File: src/rtl/ctrl_pkg.sv
// Shared definitions for the RV32I pipelined control unit.
// Holds the opcode and ALUOp encodings, the per-stage control bundles, their
// bubble values and the helpers that narrow a bundle as it moves down the pipe.
package ctrl_pkg;

  localparam logic [6:0] OPC_R      = 7'b0110011;
  localparam logic [6:0] OPC_LOAD   = 7'b0000011;
  localparam logic [6:0] OPC_IMM    = 7'b0010011;
  localparam logic [6:0] OPC_STORE  = 7'b0100011;
  localparam logic [6:0] OPC_JALR   = 7'b1100111;
  localparam logic [6:0] OPC_BRANCH = 7'b1100011;
  localparam logic [6:0] OPC_JAL    = 7'b1101111;
  localparam logic [6:0] OPC_LUI    = 7'b0110111;
  localparam logic [6:0] OPC_AUIPC  = 7'b0010111;

  localparam logic [1:0] ALUOP_ADD   = 2'b00;
  localparam logic [1:0] ALUOP_BR    = 2'b01;
  localparam logic [1:0] ALUOP_FUNCT = 2'b10;
  localparam logic [1:0] ALUOP_PASS  = 2'b11;

  // Full bundle produced by decode and held in ID/EX.
  typedef struct packed {
    logic       branch;
    logic       mem_read;
    logic       mem_to_reg;
    logic [1:0] alu_op;
    logic       mem_write;
    logic       alu_src;
    logic       reg_write;
    logic       jump;
  } ctrl_t;

  // Subset still needed once the instruction has left EX.
  typedef struct packed {
    logic mem_read;
    logic mem_write;
    logic reg_write;
    logic mem_to_reg;
  } mem_ctrl_t;

  // Subset still needed in WB.
  typedef struct packed {
    logic reg_write;
    logic mem_to_reg;
  } wb_ctrl_t;

  localparam ctrl_t     CTRL_BUBBLE = '0;
  localparam mem_ctrl_t MEM_BUBBLE  = '0;
  localparam wb_ctrl_t  WB_BUBBLE   = '0;

  function automatic ctrl_t ctrl_make(
    input logic       branch,
    input logic       mem_read,
    input logic       mem_to_reg,
    input logic [1:0] alu_op,
    input logic       mem_write,
    input logic       alu_src,
    input logic       reg_write,
    input logic       jump
  );
    ctrl_t c;
    c.branch     = branch;
    c.mem_read   = mem_read;
    c.mem_to_reg = mem_to_reg;
    c.alu_op     = alu_op;
    c.mem_write  = mem_write;
    c.alu_src    = alu_src;
    c.reg_write  = reg_write;
    c.jump       = jump;
    return c;
  endfunction

  function automatic mem_ctrl_t to_mem(input ctrl_t c);
    mem_ctrl_t m;
    m.mem_read   = c.mem_read;
    m.mem_write  = c.mem_write;
    m.reg_write  = c.reg_write;
    m.mem_to_reg = c.mem_to_reg;
    return m;
  endfunction

  function automatic wb_ctrl_t to_wb(input mem_ctrl_t m);
    wb_ctrl_t w;
    w.reg_write  = m.reg_write;
    w.mem_to_reg = m.mem_to_reg;
    return w;
  endfunction

endpackage

File: src/rtl/ctrl_decode.sv
// Combinational ID-stage opcode decoder.
// Ports:
//   valid_i    - ID holds a real instruction
//   opcode_i   - instr[6:0]
//   ctrl_o     - control bundle (all zero for invalid or unrecognised opcodes)
//   rs1_used_o - instruction reads rs1
//   rs2_used_o - instruction reads rs2
//   known_o    - valid and recognised (its rd field is meaningful)
//   illegal_o  - valid but unrecognised
module ctrl_decode
  import ctrl_pkg::*;
#(
  parameter bit EN_UTYPE = 1'b0
) (
  input  logic       valid_i,
  input  logic [6:0] opcode_i,
  output ctrl_t      ctrl_o,
  output logic       rs1_used_o,
  output logic       rs2_used_o,
  output logic       known_o,
  output logic       illegal_o
);

  ctrl_t ctl;
  logic  rs1_used;
  logic  rs2_used;
  logic  recognised;

  always_comb begin
    ctl        = CTRL_BUBBLE;
    rs1_used   = 1'b0;
    rs2_used   = 1'b0;
    recognised = 1'b1;
    case (opcode_i)
      OPC_R: begin
        ctl      = ctrl_make(1'b0, 1'b0, 1'b0, ALUOP_FUNCT, 1'b0, 1'b0, 1'b1, 1'b0);
        rs1_used = 1'b1;
        rs2_used = 1'b1;
      end
      OPC_LOAD: begin
        ctl      = ctrl_make(1'b0, 1'b1, 1'b1, ALUOP_ADD, 1'b0, 1'b1, 1'b1, 1'b0);
        rs1_used = 1'b1;
      end
      OPC_IMM: begin
        ctl      = ctrl_make(1'b0, 1'b0, 1'b0, ALUOP_FUNCT, 1'b0, 1'b1, 1'b1, 1'b0);
        rs1_used = 1'b1;
      end
      OPC_STORE: begin
        ctl      = ctrl_make(1'b0, 1'b0, 1'b0, ALUOP_ADD, 1'b1, 1'b1, 1'b0, 1'b0);
        rs1_used = 1'b1;
        rs2_used = 1'b1;
      end
      OPC_JALR: begin
        ctl      = ctrl_make(1'b0, 1'b0, 1'b0, ALUOP_PASS, 1'b0, 1'b1, 1'b1, 1'b1);
        rs1_used = 1'b1;
      end
      OPC_BRANCH: begin
        ctl      = ctrl_make(1'b1, 1'b0, 1'b0, ALUOP_BR, 1'b0, 1'b0, 1'b0, 1'b0);
        rs1_used = 1'b1;
        rs2_used = 1'b1;
      end
      // jal writes the link register and reads no source register.
      OPC_JAL: begin
        ctl = ctrl_make(1'b1, 1'b0, 1'b0, ALUOP_PASS, 1'b0, 1'b0, 1'b1, 1'b1);
      end
      OPC_LUI, OPC_AUIPC: begin
        if (EN_UTYPE) begin
          ctl = ctrl_make(1'b0, 1'b0, 1'b0, ALUOP_PASS, 1'b0, 1'b1, 1'b1, 1'b0);
        end else begin
          recognised = 1'b0;
        end
      end
      default: recognised = 1'b0;
    endcase

    // Invalid slots and unknown opcodes collapse to a bubble that reads nothing,
    // so they can never trigger a load-use stall.
    if (!valid_i || !recognised) begin
      ctl      = CTRL_BUBBLE;
      rs1_used = 1'b0;
      rs2_used = 1'b0;
    end
  end

  assign ctrl_o     = ctl;
  assign rs1_used_o = rs1_used;
  assign rs2_used_o = rs2_used;
  assign known_o    = valid_i && recognised;
  assign illegal_o  = valid_i && !recognised;

endmodule

File: src/rtl/control_pipe.sv
// Pipelined control unit for a 5-stage RV32I core.
// Decodes the ID opcode, carries the control bundle through ID/EX (p0),
// EX/MEM (p1) and MEM/WB (p2), detects load-use hazards and counts stalls.
// Ports:
//   clk, reset            - clock, synchronous active-high reset
//   id_valid, id_opcode   - ID instruction presence and opcode
//   id_rs1/rs2/rd         - ID register fields
//   stall_ext             - hold every stage register
//   flush                 - kill the instructions in ID and EX
//   hazard_stall          - load-use stall request to IF/ID
//   id_illegal            - valid but unrecognised opcode in ID
//   ex_* / mem_* / wb_*   - per-stage control and destination registers
//   stall_cnt             - saturating count of hazard-stall cycles
module control_pipe
  import ctrl_pkg::*;
#(
  parameter int REG_AW   = 5,
  parameter int ALUOP_W  = 2,
  parameter int EN_UTYPE = 0,
  parameter int CNT_W    = 16
) (
  input  logic               clk,
  input  logic               reset,
  input  logic               id_valid,
  input  logic [6:0]         id_opcode,
  input  logic [REG_AW-1:0]  id_rs1,
  input  logic [REG_AW-1:0]  id_rs2,
  input  logic [REG_AW-1:0]  id_rd,
  input  logic               stall_ext,
  input  logic               flush,
  output logic               hazard_stall,
  output logic               id_illegal,
  output logic [ALUOP_W-1:0] ex_alu_op,
  output logic               ex_alu_src,
  output logic               ex_branch,
  output logic               ex_jump,
  output logic               mem_read,
  output logic               mem_write,
  output logic               wb_reg_write,
  output logic               wb_mem_to_reg,
  output logic [REG_AW-1:0]  ex_rd,
  output logic [REG_AW-1:0]  mem_rd,
  output logic [REG_AW-1:0]  wb_rd,
  output logic               ex_reg_write,
  output logic               mem_reg_write,
  output logic [CNT_W-1:0]   stall_cnt
);

  ctrl_t id_ctl;
  logic  id_rs1_used;
  logic  id_rs2_used;
  logic  id_known;

  ctrl_decode #(
    .EN_UTYPE (EN_UTYPE != 0)
  ) u_decode (
    .valid_i    (id_valid),
    .opcode_i   (id_opcode),
    .ctrl_o     (id_ctl),
    .rs1_used_o (id_rs1_used),
    .rs2_used_o (id_rs2_used),
    .known_o    (id_known),
    .illegal_o  (id_illegal)
  );

  ctrl_t             ctl_p0_q, ctl_p0_d;
  logic [REG_AW-1:0] rd_p0_q,  rd_p0_d;
  mem_ctrl_t         ctl_p1_q, ctl_p1_d;
  logic [REG_AW-1:0] rd_p1_q,  rd_p1_d;
  wb_ctrl_t          ctl_p2_q, ctl_p2_d;
  logic [REG_AW-1:0] rd_p2_q,  rd_p2_d;
  logic [CNT_W-1:0]  cnt_q,    cnt_d;

  // A load to x0 never produces a value worth waiting for.
  logic ex_load_dst;
  assign ex_load_dst = ctl_p0_q.mem_read && (rd_p0_q != '0);

  assign hazard_stall = ex_load_dst && id_valid && !flush &&
                        ((id_rs1_used && (rd_p0_q == id_rs1)) ||
                         (id_rs2_used && (rd_p0_q == id_rs2)));

  always_comb begin
    ctl_p0_d = ctl_p0_q;
    rd_p0_d  = rd_p0_q;
    ctl_p1_d = ctl_p1_q;
    rd_p1_d  = rd_p1_q;
    ctl_p2_d = ctl_p2_q;
    rd_p2_d  = rd_p2_q;
    cnt_d    = cnt_q;

    if (flush) begin
      // Flush beats stall_ext: the older instruction in MEM still retires.
      ctl_p0_d = CTRL_BUBBLE;
      rd_p0_d  = '0;
      ctl_p1_d = MEM_BUBBLE;
      rd_p1_d  = '0;
      ctl_p2_d = to_wb(ctl_p1_q);
      rd_p2_d  = rd_p1_q;
    end else if (!stall_ext) begin
      ctl_p2_d = to_wb(ctl_p1_q);
      rd_p2_d  = rd_p1_q;
      ctl_p1_d = to_mem(ctl_p0_q);
      rd_p1_d  = rd_p0_q;
      if (hazard_stall) begin
        ctl_p0_d = CTRL_BUBBLE;
        rd_p0_d  = '0;
      end else begin
        ctl_p0_d = id_ctl;
        rd_p0_d  = id_known ? id_rd : '0;
      end
    end

    if (hazard_stall && !stall_ext && (cnt_q != '1)) begin
      cnt_d = cnt_q + CNT_W'(1);
    end
  end

  always_ff @(posedge clk) begin
    if (reset) begin
      ctl_p0_q <= CTRL_BUBBLE;
      rd_p0_q  <= '0;
      ctl_p1_q <= MEM_BUBBLE;
      rd_p1_q  <= '0;
      ctl_p2_q <= WB_BUBBLE;
      rd_p2_q  <= '0;
      cnt_q    <= '0;
    end else begin
      ctl_p0_q <= ctl_p0_d;
      rd_p0_q  <= rd_p0_d;
      ctl_p1_q <= ctl_p1_d;
      rd_p1_q  <= rd_p1_d;
      ctl_p2_q <= ctl_p2_d;
      rd_p2_q  <= rd_p2_d;
      cnt_q    <= cnt_d;
    end
  end

  // ---- EX stage outputs (from ID/EX) ----
  always_comb begin
    ex_alu_op      = '0;
    ex_alu_op[1:0] = ctl_p0_q.alu_op;
  end
  assign ex_alu_src    = ctl_p0_q.alu_src;
  assign ex_branch     = ctl_p0_q.branch;
  assign ex_jump       = ctl_p0_q.jump;
  assign ex_reg_write  = ctl_p0_q.reg_write;
  assign ex_rd         = rd_p0_q;

  // ---- MEM stage outputs (from EX/MEM) ----
  assign mem_read      = ctl_p1_q.mem_read;
  assign mem_write     = ctl_p1_q.mem_write;
  assign mem_reg_write = ctl_p1_q.reg_write;
  assign mem_rd        = rd_p1_q;

  // ---- WB stage outputs (from MEM/WB) ----
  assign wb_reg_write  = ctl_p2_q.reg_write;
  assign wb_mem_to_reg = ctl_p2_q.mem_to_reg;
  assign wb_rd         = rd_p2_q;

  assign stall_cnt     = cnt_q;

endmodule

File: config.mk
export PLATFORM = sky130hd
export DESIGN_NAME = control_pipe
export DESIGN_NICKNAME = d
export VERILOG_FILES = /design/src/rtl/ctrl_pkg.sv /design/src/rtl/ctrl_decode.sv /design/src/rtl/control_pipe.sv
export SDC_FILE = /design/constraint.sdc
export NUM_CORES = 1
export LEC_CHECK = 0
export CAP_MARGIN = 15
export CORE_ASPECT_RATIO = 1.25
export CORE_MARGIN = 2
export CORE_UTILIZATION = 45
export CTS_CLUSTER_DIAMETER = 80
export DETAILED_ROUTE_END_ITERATION = 10
export GPL_ROUTABILITY_DRIVEN = 0
export HOLD_SLACK_MARGIN = 0.02
export PLACE_DENSITY_LB_ADDON = 0.3
export SYNTH_ARGS = -nofsm -noshare
export SYNTH_HDL_FRONTEND = slang
export SYNTH_SLANG_ARGS = --single-unit
File: constraint.sdc
create_clock -name clk -period 2.5 [get_ports clk]
set_input_delay 0.375 -clock clk [delete_from_list [all_inputs] [get_ports clk]]
set_output_delay 0.375 -clock clk [all_outputs]
set_load 0.02 [all_outputs]
==> results.sh <==
export IMPL_status="completed"
export IMPL_finalNonFillerCells=381
export IMPL_cts_buffer_depth=2
export IMPL_syn_nets=265
export IMPL_vdd_drop_max_v=0.0003195
export IMPL_hold_path_class="register to register"
export IMPL_maxSlewHeadroom=0.7057
export IMPL_crit_path_max_fanout=4
export IMPL_grt_pass1_vias=1853
export IMPL_cts_clk_slew_worst_paths_ps=80
export IMPL_critPathKind="input pin to output pin"
export IMPL_htreeDepth=2
export IMPL_layout_nets=350
export IMPL_cts_sinks=44
export IMPL_totalWireLength_um=5109
export IMPL_dieArea_mm2=0.005164
export IMPL_start_kind="input pin"
export IMPL_ys_seq_elements=44
export IMPL_r2r_end="stall_cnt[6]"
export IMPL_arrival_ps=1930
export IMPL_tightestPinTransition_ps=441.5
export IMPL_slew_viol_final=0
export IMPL_die_x_um=64.68
export IMPL_rr_worst_depth=7
export IMPL_p_leak_nw=1.116
export IMPL_via_count=2009
export IMPL_hold_viol=0
export IMPL_first_pass_iters=4
export IMPL_powerDensity_mw_per_mm2=427.8
export IMPL_cts_root_buf="clkbuf_8"
export IMPL_worstSkewPairLatency_ps=300
export IMPL_vias_per_cell=5.273
export IMPL_cts_tree="yes"
export IMPL_dp_cells=373
export IMPL_dpl_hpwl_um=3848
export IMPL_hold_buffers=0
export IMPL_grt_max_degree=28
export IMPL_setup_viol=0
export IMPL_drt_iter0_drc=108
export IMPL_hold_path_startpoint="ex_alu_src"
export IMPL_pin_count=71
export IMPL_timing_reg2reg_setup_slack_ps=450
export IMPL_yosysWarnings=0
export IMPL_syn_area_mm2=0.002071
export IMPL_syn2layout_area_growth_pct=46.10
export IMPL_endpoint_kind="output pin"
export IMPL_cts_setup_buffers=0
export IMPL_diodes=0
export IMPL_grt_usage=0.2065
export IMPL_start_util=0.4679
export IMPL_rows=27
export IMPL_avgRoutedWirePerCell_um=13.41
export IMPL_antenna_found_initial=0
export IMPL_whs_ps=466.2
export IMPL_cts_buffers=5
export IMPL_rsz0062_at_grt="false"
export IMPL_fmax_ghz=0.4339
export IMPL_cap_viol_max_count=0
export IMPL_synth_area_per_cell_um2=8.737
export IMPL_slowest_stage="clkdlybuf4s50_1"
export IMPL_required_ps=2120
export IMPL_drc=0
export IMPL_fin_skew_ps=7.266
export IMPL_min_to="ex_alu_src"
export IMPL_ys_seq_area_frac=0.4254
export IMPL_total_power_mw=1.294
export IMPL_cp_slowest_stage_delay_ps=420
export IMPL_grt_pass1_wl_um=8321
export IMPL_portBuffers=70
export IMPL_path_cells="clkdlybuf4s50_1 > nand4bb_4 > or3_4 > o22ai_4 > nand2_1 > inv_1 > clkbuf_2"
export IMPL_synth_cell_types=40
export IMPL_core_area_mm2=0.004425
export IMPL_synthCells=237
export IMPL_ant_nets=0
export IMPL_finalCritPeriodShare=0.9219
export IMPL_fin_setup_tns_ps=0
export IMPL_path_buf_inv=3
export IMPL_fillers=377
export IMPL_cp_top_family="simple AND/OR/NAND/NOR gates"
export IMPL_largest_reg_flops=16
export IMPL_r2r_start="ex_rd[2]"
export IMPL_overflow=0
export IMPL_die_h_um=79.84
export IMPL_hold_depth=2
export IMPL_cts_resized=2
export IMPL_post_route_min_period_ps=2305
export IMPL_drive_above_1_share=0.1084
==> kinds of logic (layout without fill, tap and decap cells) <==
| kind of cell | after synthesis | in the layout | share of synthesized area |
|---|---|---|---|
| AO/OA/AOI/OAI | 40 | 40 | 0.1251 |
| XOR/XNOR | 13 | 13 | 0.05499 |
| AND/OR/NAND/NOR | 104 | 104 | 0.2622 |
| flip-flops | 44 | 44 | 0.4254 |
| multiplexers | 18 | 18 | 0.08822 |
| adder cells (fa/ha/maj) | 1 | 1 | 0.006041 |
| buffers and inverters | 17 | 103 | 0.03806 |
==> cell usage in the layout, fill, tap and decap left out, drive strengths merged <==
| cell | synthesis | routed |
|---|---|---|
| a21boi | 1 | 1 |
| a21oi | 12 | 12 |
| a22o | 5 | 5 |
| a22oi | 1 | 1 |
| a32oi | 1 | 1 |
| and2 | 1 | 1 |
| and3 | 2 | 2 |
| and3b | 1 | 1 |
| buf | 4 | 20 |
| clkbuf | 8 | 7 |
| clkdlybuf4s50 | 0 | 68 |
| clkinvlp | 0 | 2 |
| dfxtp | 44 | 44 |
| dlygate4sd2 | 0 | 1 |
| ha | 1 | 1 |
| inv | 5 | 5 |
| mux2 | 2 | 2 |
| mux2i | 16 | 16 |
| nand2 | 15 | 15 |
| nand2b | 3 | 3 |
| nand3 | 11 | 11 |
| nand4 | 10 | 10 |
| nand4bb | 1 | 1 |
| nor2 | 37 | 37 |
| nor2b | 4 | 4 |
| nor3 | 5 | 5 |
| nor4 | 2 | 2 |
| o2111ai | 1 | 1 |
| o211ai | 2 | 2 |
| o21ai | 13 | 13 |
| o21bai | 2 | 2 |
| o22ai | 1 | 1 |
| o31ai | 1 | 1 |
| or2 | 1 | 1 |
| or3 | 8 | 8 |
| or4 | 3 | 3 |
| xnor2 | 9 | 9 |
| xor2 | 4 | 4 |
==> per-layer routing <==
metal  global-route usage  part of all wire
met1               0.2379              0.43
met4              0.06383            0.0090
met2               0.3615              0.49
met5                    0                 0
met3              0.06629             0.068
==> worst min-delay path: cells and delay by family (launching register included) <==
| family | cells | cell delay (ps) |
|---|---|---|
| simple gates | 1 | 50 |
| flops | 1 | 330 |
| compound gates | 1 | 60 |
==> through the flow <==
stage	util	setup slack [ps]	instance area [um^2]
3_3_place_gp	0.6630	-232.3	2934
3_5_place_dp	0.6630	-255.0	2934
6_report	0.6836	195.2	3025
2_1_floorplan	-	468.4	2071
4_1_cts	0.6845	22.93	3029
5_1_grt	0.6836	90.86	3025
==> Yosys cell counts (all sizes together) <==
master | instances | share of area
inv | 5 | 0.0091
and3 | 2 | 0.0060
o31ai | 1 | 0.0036
o22ai | 1 | 0.0097
a22o | 5 | 0.021
a32oi | 1 | 0.0042
clkbuf | 8 | 0.015
ha | 1 | 0.0060
or3 | 8 | 0.027
o2111ai | 1 | 0.0042
o21ai | 13 | 0.031
nand4 | 10 | 0.030
nor2 | 37 | 0.067
or2 | 1 | 0.0030
or4 | 3 | 0.011
nor2b | 4 | 0.012
nand3 | 11 | 0.031
o211ai | 2 | 0.0072
a21oi | 12 | 0.029
nand4bb | 1 | 0.013
nand2b | 3 | 0.0091
a22oi | 1 | 0.0036
and3b | 1 | 0.0042
mux2i | 16 | 0.077
mux2 | 2 | 0.011
nand2 | 15 | 0.027
buf | 4 | 0.014
o21bai | 2 | 0.0072
xnor2 | 9 | 0.038
xor2 | 4 | 0.017
a21boi | 1 | 0.0036
and2 | 1 | 0.0030
dfxtp | 44 | 0.43
nor3 | 5 | 0.012
nor4 | 2 | 0.0060
==> where the power goes <==
part           switching (mW)  internal, mW
logic                  0.0510        0.0679
registers            0.000385         0.700
clock network           0.251         0.224
total                   0.302         0.992
==> worst max-delay path by stage <==
stage,slack (ps),to,cells past startpoint,start
floorplan,470,stall_cnt[6],7,id_opcode[3]
global placement,-230,hazard_stall,7,id_opcode[3]
detailed placement,-250,hazard_stall,7,id_opcode[3]
CTS,20,hazard_stall,7,id_opcode[3]
global route,90,stall_cnt[11],8,id_opcode[3]
finish,200,hazard_stall,7,id_opcode[3]
==> cell type report <==
class / instances / area, um^2 / share of cell area
inverter: 5 / 18.77 / 0.006203
tap: 58 / 72.57 / 0.02399
clock buffer: 6 / 82.58 / 0.02730
multi-input combinational: 176 / 1111 / 0.3672
timing repair buffer: 90 / 844.6 / 0.2792
sequential: 44 / 880.8 / 0.2911
clock inverter: 2 / 15.01 / 0.004963
No activity file was read; power rests on OpenSTA's default activity.
